**src/rtl/muldiv_unit_pkg.sv**
```systemverilog
// Shared definitions for the iterative RV32M multiply/divide unit.
//   - funct3 / funct7 codes of the M extension
//   - FSM state encoding
//   - helpers deciding which operands are treated as signed
package muldiv_unit_pkg;

    localparam logic [2:0] F3_MUL    = 3'b000;
    localparam logic [2:0] F3_MULH   = 3'b001;
    localparam logic [2:0] F3_MULHSU = 3'b010;
    localparam logic [2:0] F3_MULHU  = 3'b011;
    localparam logic [2:0] F3_DIV    = 3'b100;
    localparam logic [2:0] F3_DIVU   = 3'b101;
    localparam logic [2:0] F3_REM    = 3'b110;
    localparam logic [2:0] F3_REMU   = 3'b111;

    localparam logic [6:0] F7_MULDIV = 7'b0000001;

    typedef enum logic [1:0] {
        MD_IDLE = 2'd0,
        MD_CALC = 2'd1,
        MD_FIX  = 2'd2,
        MD_DONE = 2'd3
    } md_state_e;

    // funct3[2] separates the divide group from the multiply group.
    function automatic logic is_div(input logic [2:0] f3);
        return f3[2];
    endfunction

    // rs1 is signed for MULH, MULHSU, DIV and REM.
    function automatic logic signed_a(input logic [2:0] f3);
        logic s;
        case (f3)
            F3_MULH, F3_MULHSU, F3_DIV, F3_REM: s = 1'b1;
            default:                            s = 1'b0;
        endcase
        return s;
    endfunction

    // rs2 is signed for MULH, DIV and REM.
    function automatic logic signed_b(input logic [2:0] f3);
        logic s;
        case (f3)
            F3_MULH, F3_DIV, F3_REM: s = 1'b1;
            default:                 s = 1'b0;
        endcase
        return s;
    endfunction

endpackage

```
**src/rtl/muldiv_unit_if.sv**
```systemverilog
// Request/response bundle between the EX stage and the multiply/divide unit.
//   valid_i / flush_i : op present / abort from the pipeline
//   funct3_i          : M-extension operation select
//   op_a_i / op_b_i   : forwarded rs1 / rs2 values
//   busy_o / stall_o  : unit occupied / freeze front end
//   done_o / result_o : one-cycle completion pulse with result
interface muldiv_unit_if #(
    parameter int unsigned XLEN = 32
);
    logic            valid_i;
    logic            flush_i;
    logic [2:0]      funct3_i;
    logic [XLEN-1:0] op_a_i;
    logic [XLEN-1:0] op_b_i;
    logic            busy_o;
    logic            stall_o;
    logic            done_o;
    logic [XLEN-1:0] result_o;

    modport master (
        output valid_i, flush_i, funct3_i, op_a_i, op_b_i,
        input  busy_o, stall_o, done_o, result_o
    );

    modport slave (
        input  valid_i, flush_i, funct3_i, op_a_i, op_b_i,
        output busy_o, stall_o, done_o, result_o
    );
endinterface

```
**src/rtl/muldiv_unit_negate.sv**
```systemverilog
// Conditional two's-complement negation, used both to take operand magnitudes
// and to restore the sign of the final product / quotient / remainder.
//   val_i : input value
//   neg_i : 1 = negate, 0 = pass through
//   val_o : result
module muldiv_unit_negate #(
    parameter int unsigned W = 32
) (
    input  logic [W-1:0] val_i,
    input  logic         neg_i,
    output logic [W-1:0] val_o
);
    assign val_o = neg_i ? (~val_i + W'(1)) : val_i;
endmodule

```
**src/rtl/muldiv_unit.sv**
```systemverilog
// Iterative RV32M multiply/divide unit sitting beside the EX-stage ALU.
// One bit per cycle: shift-add multiply, restoring divide. Operands are
// converted to magnitudes at accept and the sign is restored in FIX.
//   clk   : clock, rising edge
//   rst   : synchronous active-high reset
//   md_io : request/response bundle (slave side)
module muldiv_unit
    import muldiv_unit_pkg::*;
#(
    parameter int unsigned XLEN = 32
) (
    input  logic         clk,
    input  logic         rst,
    muldiv_unit_if.slave md_io
);
    localparam int unsigned      CntW    = $clog2(XLEN);
    localparam logic [CntW-1:0]  CntLast = CntW'(XLEN - 1);
    localparam logic [XLEN-1:0]  AllOnes = {XLEN{1'b1}};
    localparam logic [XLEN-1:0]  MinNeg  = {1'b1, {(XLEN-1){1'b0}}};

    md_state_e         state_q;
    logic [CntW-1:0]   cnt_q;
    logic [2:0]        funct3_q;
    logic              sign_a_q;
    logic              sign_b_q;
    logic [XLEN-1:0]   a_abs_q;
    logic [XLEN-1:0]   b_abs_q;
    logic [2*XLEN-1:0] prod_q;   // {high accumulator, remaining multiplier bits}
    logic [XLEN-1:0]   rem_q;
    logic [XLEN-1:0]   quot_q;   // dividend bits shift out, quotient bits shift in
    logic [XLEN-1:0]   result_q;

    // ---------------------------------------------------------------- accept
    logic            accept;
    logic            sign_a_in;
    logic            sign_b_in;
    logic [XLEN-1:0] a_abs_in;
    logic [XLEN-1:0] b_abs_in;
    logic            div_by_zero;
    logic            div_ovf;
    logic            special;
    logic [XLEN-1:0] special_result;

    assign accept    = (state_q == MD_IDLE) && md_io.valid_i && !md_io.flush_i;
    assign sign_a_in = signed_a(md_io.funct3_i) & md_io.op_a_i[XLEN-1];
    assign sign_b_in = signed_b(md_io.funct3_i) & md_io.op_b_i[XLEN-1];

    muldiv_unit_negate #(.W(XLEN)) u_abs_a (
        .val_i (md_io.op_a_i),
        .neg_i (sign_a_in),
        .val_o (a_abs_in)
    );

    muldiv_unit_negate #(.W(XLEN)) u_abs_b (
        .val_i (md_io.op_b_i),
        .neg_i (sign_b_in),
        .val_o (b_abs_in)
    );

    // Divide by zero and signed overflow finish without iterating.
    assign div_by_zero = is_div(md_io.funct3_i) && (md_io.op_b_i == '0);
    assign div_ovf     = md_io.funct3_i[2] && !md_io.funct3_i[0] &&
                         (md_io.op_a_i == MinNeg) && (md_io.op_b_i == AllOnes);
    assign special     = div_by_zero || div_ovf;

    always_comb begin
        special_result = '0;
        if (div_by_zero) begin
            special_result = md_io.funct3_i[1] ? md_io.op_a_i : AllOnes;
        end else if (div_ovf) begin
            special_result = md_io.funct3_i[1] ? '0 : MinNeg;
        end
    end

    // ------------------------------------------------------------- iteration
    logic [XLEN:0]     mul_sum;
    logic [2*XLEN-1:0] prod_step;
    logic [XLEN:0]     div_shift;
    logic [XLEN:0]     div_trial;
    logic [XLEN-1:0]   rem_step;
    logic [XLEN-1:0]   quot_step;

    always_comb begin
        // Multiply: add |a| to the high half when the current multiplier bit
        // is set, then shift the whole accumulator right by one.
        mul_sum   = {1'b0, prod_q[2*XLEN-1:XLEN]} + {1'b0, {XLEN{prod_q[0]}} & a_abs_q};
        prod_step = {mul_sum, prod_q[XLEN-1:1]};

        // Divide: bring in the next dividend bit and try subtracting |b|;
        // the extra top bit of the trial is the borrow.
        div_shift = {rem_q, quot_q[XLEN-1]};
        div_trial = div_shift - {1'b0, b_abs_q};
        if (!div_trial[XLEN]) begin
            rem_step  = div_trial[XLEN-1:0];
            quot_step = {quot_q[XLEN-2:0], 1'b1};
        end else begin
            rem_step  = div_shift[XLEN-1:0];
            quot_step = {quot_q[XLEN-2:0], 1'b0};
        end
    end

    // ------------------------------------------------------------ sign fixup
    logic [2*XLEN-1:0] prod_fix;
    logic [XLEN-1:0]   quot_fix;
    logic [XLEN-1:0]   rem_fix;
    logic [XLEN-1:0]   fix_result;

    muldiv_unit_negate #(.W(2*XLEN)) u_fix_prod (
        .val_i (prod_q),
        .neg_i (sign_a_q ^ sign_b_q),
        .val_o (prod_fix)
    );

    muldiv_unit_negate #(.W(XLEN)) u_fix_quot (
        .val_i (quot_q),
        .neg_i (sign_a_q ^ sign_b_q),
        .val_o (quot_fix)
    );

    // Remainder takes the sign of the dividend.
    muldiv_unit_negate #(.W(XLEN)) u_fix_rem (
        .val_i (rem_q),
        .neg_i (sign_a_q),
        .val_o (rem_fix)
    );

    always_comb begin
        fix_result = '0;
        if (funct3_q[2]) begin
            fix_result = funct3_q[1] ? rem_fix : quot_fix;
        end else if (funct3_q[1:0] == 2'b00) begin
            fix_result = prod_fix[XLEN-1:0];
        end else begin
            fix_result = prod_fix[2*XLEN-1:XLEN];
        end
    end

    // ------------------------------------------------------------------- FSM
    always_ff @(posedge clk) begin
        if (rst) begin
            state_q  <= MD_IDLE;
            cnt_q    <= '0;
            funct3_q <= '0;
            sign_a_q <= 1'b0;
            sign_b_q <= 1'b0;
            a_abs_q  <= '0;
            b_abs_q  <= '0;
            prod_q   <= '0;
            rem_q    <= '0;
            quot_q   <= '0;
            result_q <= '0;
        end else begin
            unique case (state_q)
                MD_IDLE: begin
                    if (accept) begin
                        funct3_q <= md_io.funct3_i;
                        sign_a_q <= sign_a_in;
                        sign_b_q <= sign_b_in;
                        a_abs_q  <= a_abs_in;
                        b_abs_q  <= b_abs_in;
                        cnt_q    <= '0;
                        prod_q   <= {{XLEN{1'b0}}, b_abs_in};
                        rem_q    <= '0;
                        quot_q   <= a_abs_in;
                        if (special) begin
                            result_q <= special_result;
                            state_q  <= MD_DONE;
                        end else begin
                            state_q  <= MD_CALC;
                        end
                    end
                end
                MD_CALC: begin
                    if (md_io.flush_i) begin
                        state_q <= MD_IDLE;
                    end else begin
                        if (funct3_q[2]) begin
                            rem_q  <= rem_step;
                            quot_q <= quot_step;
                        end else begin
                            prod_q <= prod_step;
                        end
                        cnt_q <= cnt_q + CntW'(1);
                        if (cnt_q == CntLast) begin
                            state_q <= MD_FIX;
                        end
                    end
                end
                MD_FIX: begin
                    if (md_io.flush_i) begin
                        state_q <= MD_IDLE;
                    end else begin
                        result_q <= fix_result;
                        state_q  <= MD_DONE;
                    end
                end
                MD_DONE: begin
                    // Result already committed; flush no longer applies.
                    state_q <= MD_IDLE;
                end
                default: begin
                    state_q <= MD_IDLE;
                end
            endcase
        end
    end

    // --------------------------------------------------------------- outputs
    assign md_io.busy_o   = (state_q != MD_IDLE);
    assign md_io.done_o   = (state_q == MD_DONE);
    assign md_io.result_o = result_q;
    assign md_io.stall_o  = accept || (state_q == MD_CALC) || (state_q == MD_FIX);

endmodule

```
**src/flat_wrapper.sv**
```systemverilog
// flat-port wrapper written by rule: the top's interface ports become plain ports
module muldiv_unit_flat import muldiv_unit_pkg::*;
#(
    parameter int unsigned XLEN = 32
)
  (clk, rst, md_io_valid_i, md_io_flush_i, md_io_funct3_i, md_io_op_a_i, md_io_op_b_i, md_io_busy_o, md_io_stall_o, md_io_done_o, md_io_result_o);
  muldiv_unit_if #(.XLEN(XLEN)) md_io_i ();
  input  logic clk;
  input  logic rst;
  input wire logic [$bits(md_io_i.valid_i)-1:0] md_io_valid_i;
  input wire logic [$bits(md_io_i.flush_i)-1:0] md_io_flush_i;
  input wire logic [$bits(md_io_i.funct3_i)-1:0] md_io_funct3_i;
  input wire logic [$bits(md_io_i.op_a_i)-1:0] md_io_op_a_i;
  input wire logic [$bits(md_io_i.op_b_i)-1:0] md_io_op_b_i;
  output wire logic [$bits(md_io_i.busy_o)-1:0] md_io_busy_o;
  output wire logic [$bits(md_io_i.stall_o)-1:0] md_io_stall_o;
  output wire logic [$bits(md_io_i.done_o)-1:0] md_io_done_o;
  output wire logic [$bits(md_io_i.result_o)-1:0] md_io_result_o;
  assign md_io_i.valid_i = md_io_valid_i;
  assign md_io_i.flush_i = md_io_flush_i;
  assign md_io_i.funct3_i = md_io_funct3_i;
  assign md_io_i.op_a_i = md_io_op_a_i;
  assign md_io_i.op_b_i = md_io_op_b_i;
  assign md_io_busy_o = md_io_i.busy_o;
  assign md_io_stall_o = md_io_i.stall_o;
  assign md_io_done_o = md_io_i.done_o;
  assign md_io_result_o = md_io_i.result_o;
  muldiv_unit #(.XLEN(XLEN)) u_core (.clk(clk), .rst(rst), .md_io(md_io_i));
endmodule
```
**config.mk**
```make
export PLATFORM = sky130hd
export DESIGN_NAME = muldiv_unit_flat
export DESIGN_NICKNAME = d
export VERILOG_FILES = /design/src/rtl/muldiv_unit_pkg.sv /design/src/rtl/muldiv_unit_if.sv /design/src/rtl/muldiv_unit_negate.sv /design/src/rtl/muldiv_unit.sv /design/src/flat_wrapper.sv
export SDC_FILE = /design/constraint.sdc
export NUM_CORES = 1
export LEC_CHECK = 0
export BUFFER_PORTS_ARGS = -buffer_cell sky130_fd_sc_hd__buf_4
export CAP_MARGIN = 20
export CORE_MARGIN = 5
export CORE_UTILIZATION = 45
export DETAILED_ROUTE_END_ITERATION = 6
export MAX_ROUTING_LAYER = met4
export PLACE_DENSITY_LB_ADDON = 0.05
export SYNTH_ARGS = -nofsm -noshare
export SYNTH_HDL_FRONTEND = slang
export SYNTH_SLANG_ARGS = --single-unit
```
**constraint.sdc**
```tcl
create_clock -name clk -period 8.4 [get_ports clk]
set_input_delay 1.68 -clock clk [delete_from_list [all_inputs] [get_ports clk]]
set_output_delay 1.68 -clock clk [all_outputs]
set_load 0.005 [all_outputs]
```
==> results of run 1 <==
[power groups by stage]
stage                     clock network [mW]  logic, mW  registers [mW]
final                                   1.38      0.620            1.20
after global routing                    1.45      0.673            1.21
after CTS                               1.40      0.609            1.20
after detailed placement                   0      0.606            1.23
after global placement                     0      0.602            1.23
after floorplan                            0      0.425            1.21
[logic make-up (layout without fill, tap and decap cells)]
| group | after synthesis | after routing |
|---|---|---|
| mux | 30 | 30 |
| flops | 236 | 236 |
| simple gates | 727 | 727 |
| compound gates | 808 | 808 |
| xor+xnor | 223 | 223 |
| fa+ha+maj | 74 | 74 |
| buf+inv | 221 | 255 |
[area by class of cell]
| class | count | area share |
|---|---|---|
| Inverter | 70 | 0.01339 |
| Timing Repair Buffer | 132 | 0.05133 |
| Tap cell | 518 | 0.03303 |
| Sequential cell | 236 | 0.2408 |
| Multi-Input combinational cell | 1862 | 0.6086 |
| Clock inverter | 13 | 0.01007 |
| Clock buffer | 40 | 0.04278 |
[routing by layer]
| metal | GRT usage | share of wire | up-vias |
|---|---|---|---|
| met5 | - | 0 | - |
| met3 | 0.02663 | 0.059 | 127 |
| met2 | 0.4738 | 0.46 | 656 |
| met4 | 0.08276 | 0.034 | 0 |
| met1 | 0.4053 | 0.45 | 8552 |
| li1 | - | - | 8483 |
[state kept, by name, indices dropped and copies added, names as in the netlist]
signal / count
u_core.prod_q: 64
u_core.a_abs_q: 32
u_core.b_abs_q: 32
u_core.md_io.result_o: 32
u_core.quot_q: 32
u_core.rem_q: 32
u_core.cnt_q: 5
u_core.funct3_q: 3
u_core.state_q: 2
u_core.sign_a_q: 1
u_core.sign_b_q: 1
[metrics by stage]
stage	cell area (um^2)	util	setup slack (ns)	hold slack, ns
after floorplan	17470	-	3.871	0.4181
after global placement	18570	0.4815	3.326	0.4252
after detailed placement	18570	0.4815	3.242	0.4402
after CTS	19600	0.5084	3.758	0.4499
after global routing	19620	0.5090	3.430	0.4651
final	19620	0.5090	3.716	0.4479
[path summary, 6_finish.rpt]
check	endpoint
setup / recovery	u_core.rem_q[3]
hold / removal	u_core.a_abs_q[6]
setup reg to reg	u_core.rem_q[3]
hold reg to reg	u_core.a_abs_q[6]
[placed cells by master, fill, tap and decap left out, drive strengths merged, types with 17 or more instances in the layout]
| master | netlist | layout |
|---|---|---|
| a21oi | 264 | 264 |
| nand2 | 254 | 254 |
| dfxtp | 236 | 236 |
| nor2 | 176 | 176 |
| o21ai | 152 | 152 |
| buf | 24 | 132 |
| xnor2 | 124 | 124 |
| xor2 | 99 | 99 |
| ha | 72 | 72 |
| inv | 70 | 70 |
| a22oi | 60 | 60 |
| nor3 | 51 | 51 |
| and2 | 43 | 43 |
| a211oi | 41 | 41 |
| a21o | 40 | 40 |
| a31oi | 40 | 40 |
| clkbuf | 127 | 40 |
| o31ai | 38 | 38 |
| nand4 | 32 | 32 |
| mux2i | 30 | 30 |
| nand3 | 28 | 28 |
| nand2b | 26 | 26 |
| nor4 | 26 | 26 |
| o211ai | 25 | 25 |
| or3 | 24 | 24 |
| a22o | 22 | 22 |
| o41ai | 20 | 20 |
| nor2b | 18 | 18 |
| or4 | 17 | 17 |
[synth_stat cells, drive strengths merged, types with 16 or more instances]
library cell | count | area (um^2)
and2 | 43 | 270.3
a22oi | 60 | 450.4
nand2b | 26 | 162.7
nor4 | 26 | 211.5
nand2 | 254 | 953.4
a21o | 40 | 300.3
o211ai | 25 | 187.7
xnor2 | 124 | 1086
a311oi | 16 | 140.1
nor2 | 176 | 663.1
a211oi | 41 | 307.8
a22o | 22 | 192.7
buf | 24 | 121.4
a31oi | 40 | 250.2
nand3 | 28 | 157.7
a21oi | 264 | 1321
mux2i | 30 | 300.3
xor2 | 99 | 867.1
nand4 | 32 | 200.2
nor3 | 51 | 277.8
or3 | 24 | 150.1
or4 | 17 | 135.1
o31ai | 38 | 295.3
clkbuf | 127 | 476.7
o41ai | 20 | 197.7
inv | 70 | 262.8
dfxtp | 236 | 4725
ha | 72 | 900.9
o21ai | 152 | 760.7
nor2b | 18 | 112.6
[worst max-delay path, stage by stage, from the launching register on]
cell      delay, ns
dfxtp_1        0.32
inv_1          0.29
ha_1           0.25
fa_1           0.18
nand2b_1       0.17
a21oi_1        0.11
o21ai_0        0.68
a211oi_1       0.18
o31a_1         0.36
and4_1         0.24
nor3_2         0.84
buf_4          0.59
mux2i_1        0.23
o21ai_0        0.09
==> metrics, run 1 <==
H-tree levels=1; CP Data Required Time=between 8 and 9 ns; Synth Warn #=0; CTS Sinks=236; endpoints failing hold=0; Routed WL=~65000 um; share of layout cells above drive strength 1=0.09095; Clock power frac=0.431; reg2reg start=u_core.quot_q[31]; Post-Synth Adder-Cell Area=0.05386; Filler cells=~3900; port bufs=between 100 and 150; Sw Ratio=0.3056; Avg Vias per Cell=a little over 6; Num CTS Buffers=30; Most used DFF post-synth=dfxtp_1; Worst EP arrival=~5 ns; post_cts resized=0; Post-Place Cells=2817; diodes inserted=0; Sw Pwr=between 0.9 and 1 mW; Final Slew Violations=0; Synth Area in Compound Gates=0.2952; RSZ-0062 raised after global routing=no; Initial Util=0.4531; Comb pwr share=0.194; CP startpoint kind=register; worst setup path class=register to register; Worst setup EP type=register; Post-CTS Setup Bufs=0; status=completed; Pre-Repair DR Iteration Count=6; die area=42860 um^2; vias in the first global route=~17000; register share of total power=0.376; worst-margin pin slew=around 1.1 ns; Post-synth EDFFs=0; Avg Synthesized Cell Area=about 7.5 um^2; worst vdd ir=approximately 0.14 mV; via count=roughly 18000; critical path startpoint=u_core.quot_q[31]; Setup TNS=0 ns; DP Wirelength=between 40000 and 50000 um; Hold-fix buffers, CTS=0; first-pass GRT wire length=~100000 um; multiplexer area fraction after synthesis=0.01719; Final Setup Violations=0; Cells after Synth=2319; gp weighted congestion=between 0.9 and 1; simple-gate share of the synthesized area=0.2023; Post-Syn Area=17470 um^2; grt total ovfl=0; CP Max Fanout=27; Ports=approximately 110; period utilization=0.5576; Max clock buf depth=3; Tot Pwr=~3.2 mW; 1st-iter DRT viols=roughly 1800; area grow syn2layout=12.33%; largest net degree at the start of global routing=96; Yosys cell types=80; Post-route DRC=0; Worst slew margin=0.2359; max-cap viol count=0; Lkg Pwr=approximately 7.8 nW; Max Clock Freq=around 210 MHz; Clock Root Buffer=clkbuf_16; register area=4725 um^2; R2R depth=13; CTS tree=yes; clk slew on worst S/H paths=around 0.060 ns; Hold Crit Start=u_core.a_abs_q[6]; fin nets=~2500; largest family of logic cells by synthesized area=compound AO/OA/AOI/OAI gates; FF+latch count, synth=236; Seq/Total Area, Yosys=0.2704; Die H=between 200 and 250 um; PwrDens=163.2 nW/um^2; WHS Path Cells=2; die width=between 200 and 250 um; Clk Latency, worst-skew pair=slightly below 0.6 ns; initial antenna violation count=0; asr flop ratio synth=0; Cell Count, Final, Fillers Out=2871; Final ANT Viol Nets=0; Pint=about 2.2 mW; flop2flop setup slack=3.72 ns; worst hold path type=register to register; area occupied by multi-input gates=between 10000 and 15000 um^2; syn_nets=between 2000 and 2500; clock skew=slightly below 0.03 ns; Cell Rows=72; Tot GR Track Use=0.2968; DR WL/cell=22.74 um; minimum clock period=~4.7 ns; core area=~39000 um^2; XOR/XNOR Fraction of Synth Area=0.1118
(Power assumes the default switching activity.)
==> run 2: changes to the inputs <==
clock period = 3.9 ns   (was 8.4 ns; I/O delays follow)
==> run 2 against run 1 <==
- first-iteration DRC count is 7.3% lower
- power is 120% higher
- sequential power is 120% higher
- global-route usage is 0.71 points higher
- core utilization is 1.1 points higher
- combinational power is 120% higher
- non-clock buffer count is 53 higher
- highest routed layer unchanged
==> metrics, run 2 (synthesis results as in run 1) <==
status=completed; Final Slew Violations=0; Routed WL=66940 um; via count=18110; grt total ovfl=0; Clk Latency, worst-skew pair=0.59 ns; Post-route DRC=0; CP Max Fanout=8; DP Wirelength=roughly 51000 um; clock skew=about 0.023 ns; minimum clock period=about 3.7 ns; register share of total power=0.376; Tot Pwr=6.907 mW; Max Clock Freq=roughly 270 MHz; core area=38560 um^2; Lkg Pwr=8.028 nW; die width=about 210 um; Worst EP arrival=4.20 ns; Ports=106; CP Data Required Time=4.38 ns; Hold-fix buffers, CTS=0; first-pass GRT wire length=roughly 100000 um; Tot GR Track Use=0.3039; Comb pwr share=0.202; largest net degree at the start of global routing=86; Pre-Repair DR Iteration Count=6; DR WL/cell=about 23 um; Num CTS Buffers=30; Most flops, register=u_core.prod_q; gp weighted congestion=roughly 0.96; Initial Util=0.4531; Avg Vias per Cell=6.188; design area=approximately 20000 um^2; final setup margin=~0.18 ns; CP startpoint kind=register; Die H=about 210 um; fin nets=2530; diodes inserted=0; Cell Rows=72; die area=roughly 43000 um^2; clk slew on worst S/H paths=roughly 0.06 ns; Pint=4.759 mW; Post-CTS Setup Bufs=0; PwrDens=around 340 nW/um^2; RSZ-0062 raised after global routing=no; most common cell after layout, fill and taps aside=a21oi_1; Hold Worst Slack=0.4506 ns; post_cts resized=0; max-cap viol count=0; worst vdd ir=around 0.35 mV; Clock Root Buffer=clkbuf_16; area grow syn2layout=14.85%; period utilization=0.9549; share of layout cells above drive strength 1=0.1113; Sw Pwr=approximately 2.1 mW; Sw Ratio=0.3109; Clock power frac=0.422; Setup WS pre-CTS=roughly 0.20 ns; initial antenna violation count=0; Worst slew margin=0.2734; H-tree levels=1; worst setup path class=register to register; CTS Sinks=approximately 240; Max clock buf depth=3; Worst setup EP type=register; Placement Cell Area=between 15000 and 20000 um^2; CTS tree=yes; max FFs per register=64; worst-margin pin slew=~1.1 ns; Setup TNS=0 ns; 1st-iter DRT viols=approximately 1600; worst hold path type=register to register; port bufs=about 110; most frequent cells in the layout=a21oi_1, nand2_1, dfxtp_1; vias in the first global route=about 17000; Final Setup Violations=0; Final ANT Viol Nets=0; endpoints failing hold=0
## run 2: cell types whose count changed in the layout (fill, tap and decap cells not counted), sizes merged
cell	before	now
clkbuf	40	44
buf	132	185
clkinvlp	0	1
inv	70	71
bufinv	5	3
clkinv	8	6
## run 2: final cells by class
type                       count  area, um^2
inverter                      70       262.8
multi-input combinational   1862       11940
fill                        3931       18490
clock buffer                  44       884.6
sequential                   236        4725
clock inverter                11       136.4
tap                          518       648.1
timing repair buffer         185        1468
## run 2: path summary, 6_finish.rpt
check                                        start                         to  slack [ns]  cells past startpoint
worst max register to register    u_core.prod_q[0]  u_core.md_io.result_o[26]        0.18                     11
worst max-delay path              u_core.prod_q[0]  u_core.md_io.result_o[26]        0.18                     11
worst min-delay path            u_core.a_abs_q[26]         u_core.a_abs_q[26]        0.45                      2
worst min register to register  u_core.a_abs_q[26]         u_core.a_abs_q[26]        0.45                      2
## run 2: critical path: stages (launching register included)
cell and delay, ns:
dfxtp_1 0.39, inv_1 0.15, ha_1 0.18, nor3b_1 0.34
nand4_1 0.54, or3_1 0.62, o21ai_0 0.24, xnor2_1 0.19
o22ai_1 0.15, a211oi_1 0.27, o21ai_0 0.22, a311oi_1 0.31
## run 2: stage by stage
stage,cells,util
after global routing,2926,0.5203
after detailed placement,2871,0.4939
after floorplan,2319,-
after global placement,2871,0.4939
final,2926,0.5203
after CTS,2926,0.5203
## run 2: power groups by stage
stage | sequential (mW) | combinational, mW | clock [mW]
after global routing | 2.60 | 1.51 | 3.05
final | 2.60 | 1.39 | 2.92
after detailed placement | 2.64 | 1.36 | 0
after floorplan | 2.60 | 0.916 | 0
after CTS | 2.59 | 1.37 | 2.96
after global placement | 2.64 | 1.35 | 0
## run 2: per-layer routing
layer  vias up  wire length, um  GRT usage
li1       8595                -          -
met1      8745            30070     0.4170
met2       647            30410     0.4781
met3       120             4340    0.03797
met4         0             2125    0.07820
met5         -                0          -
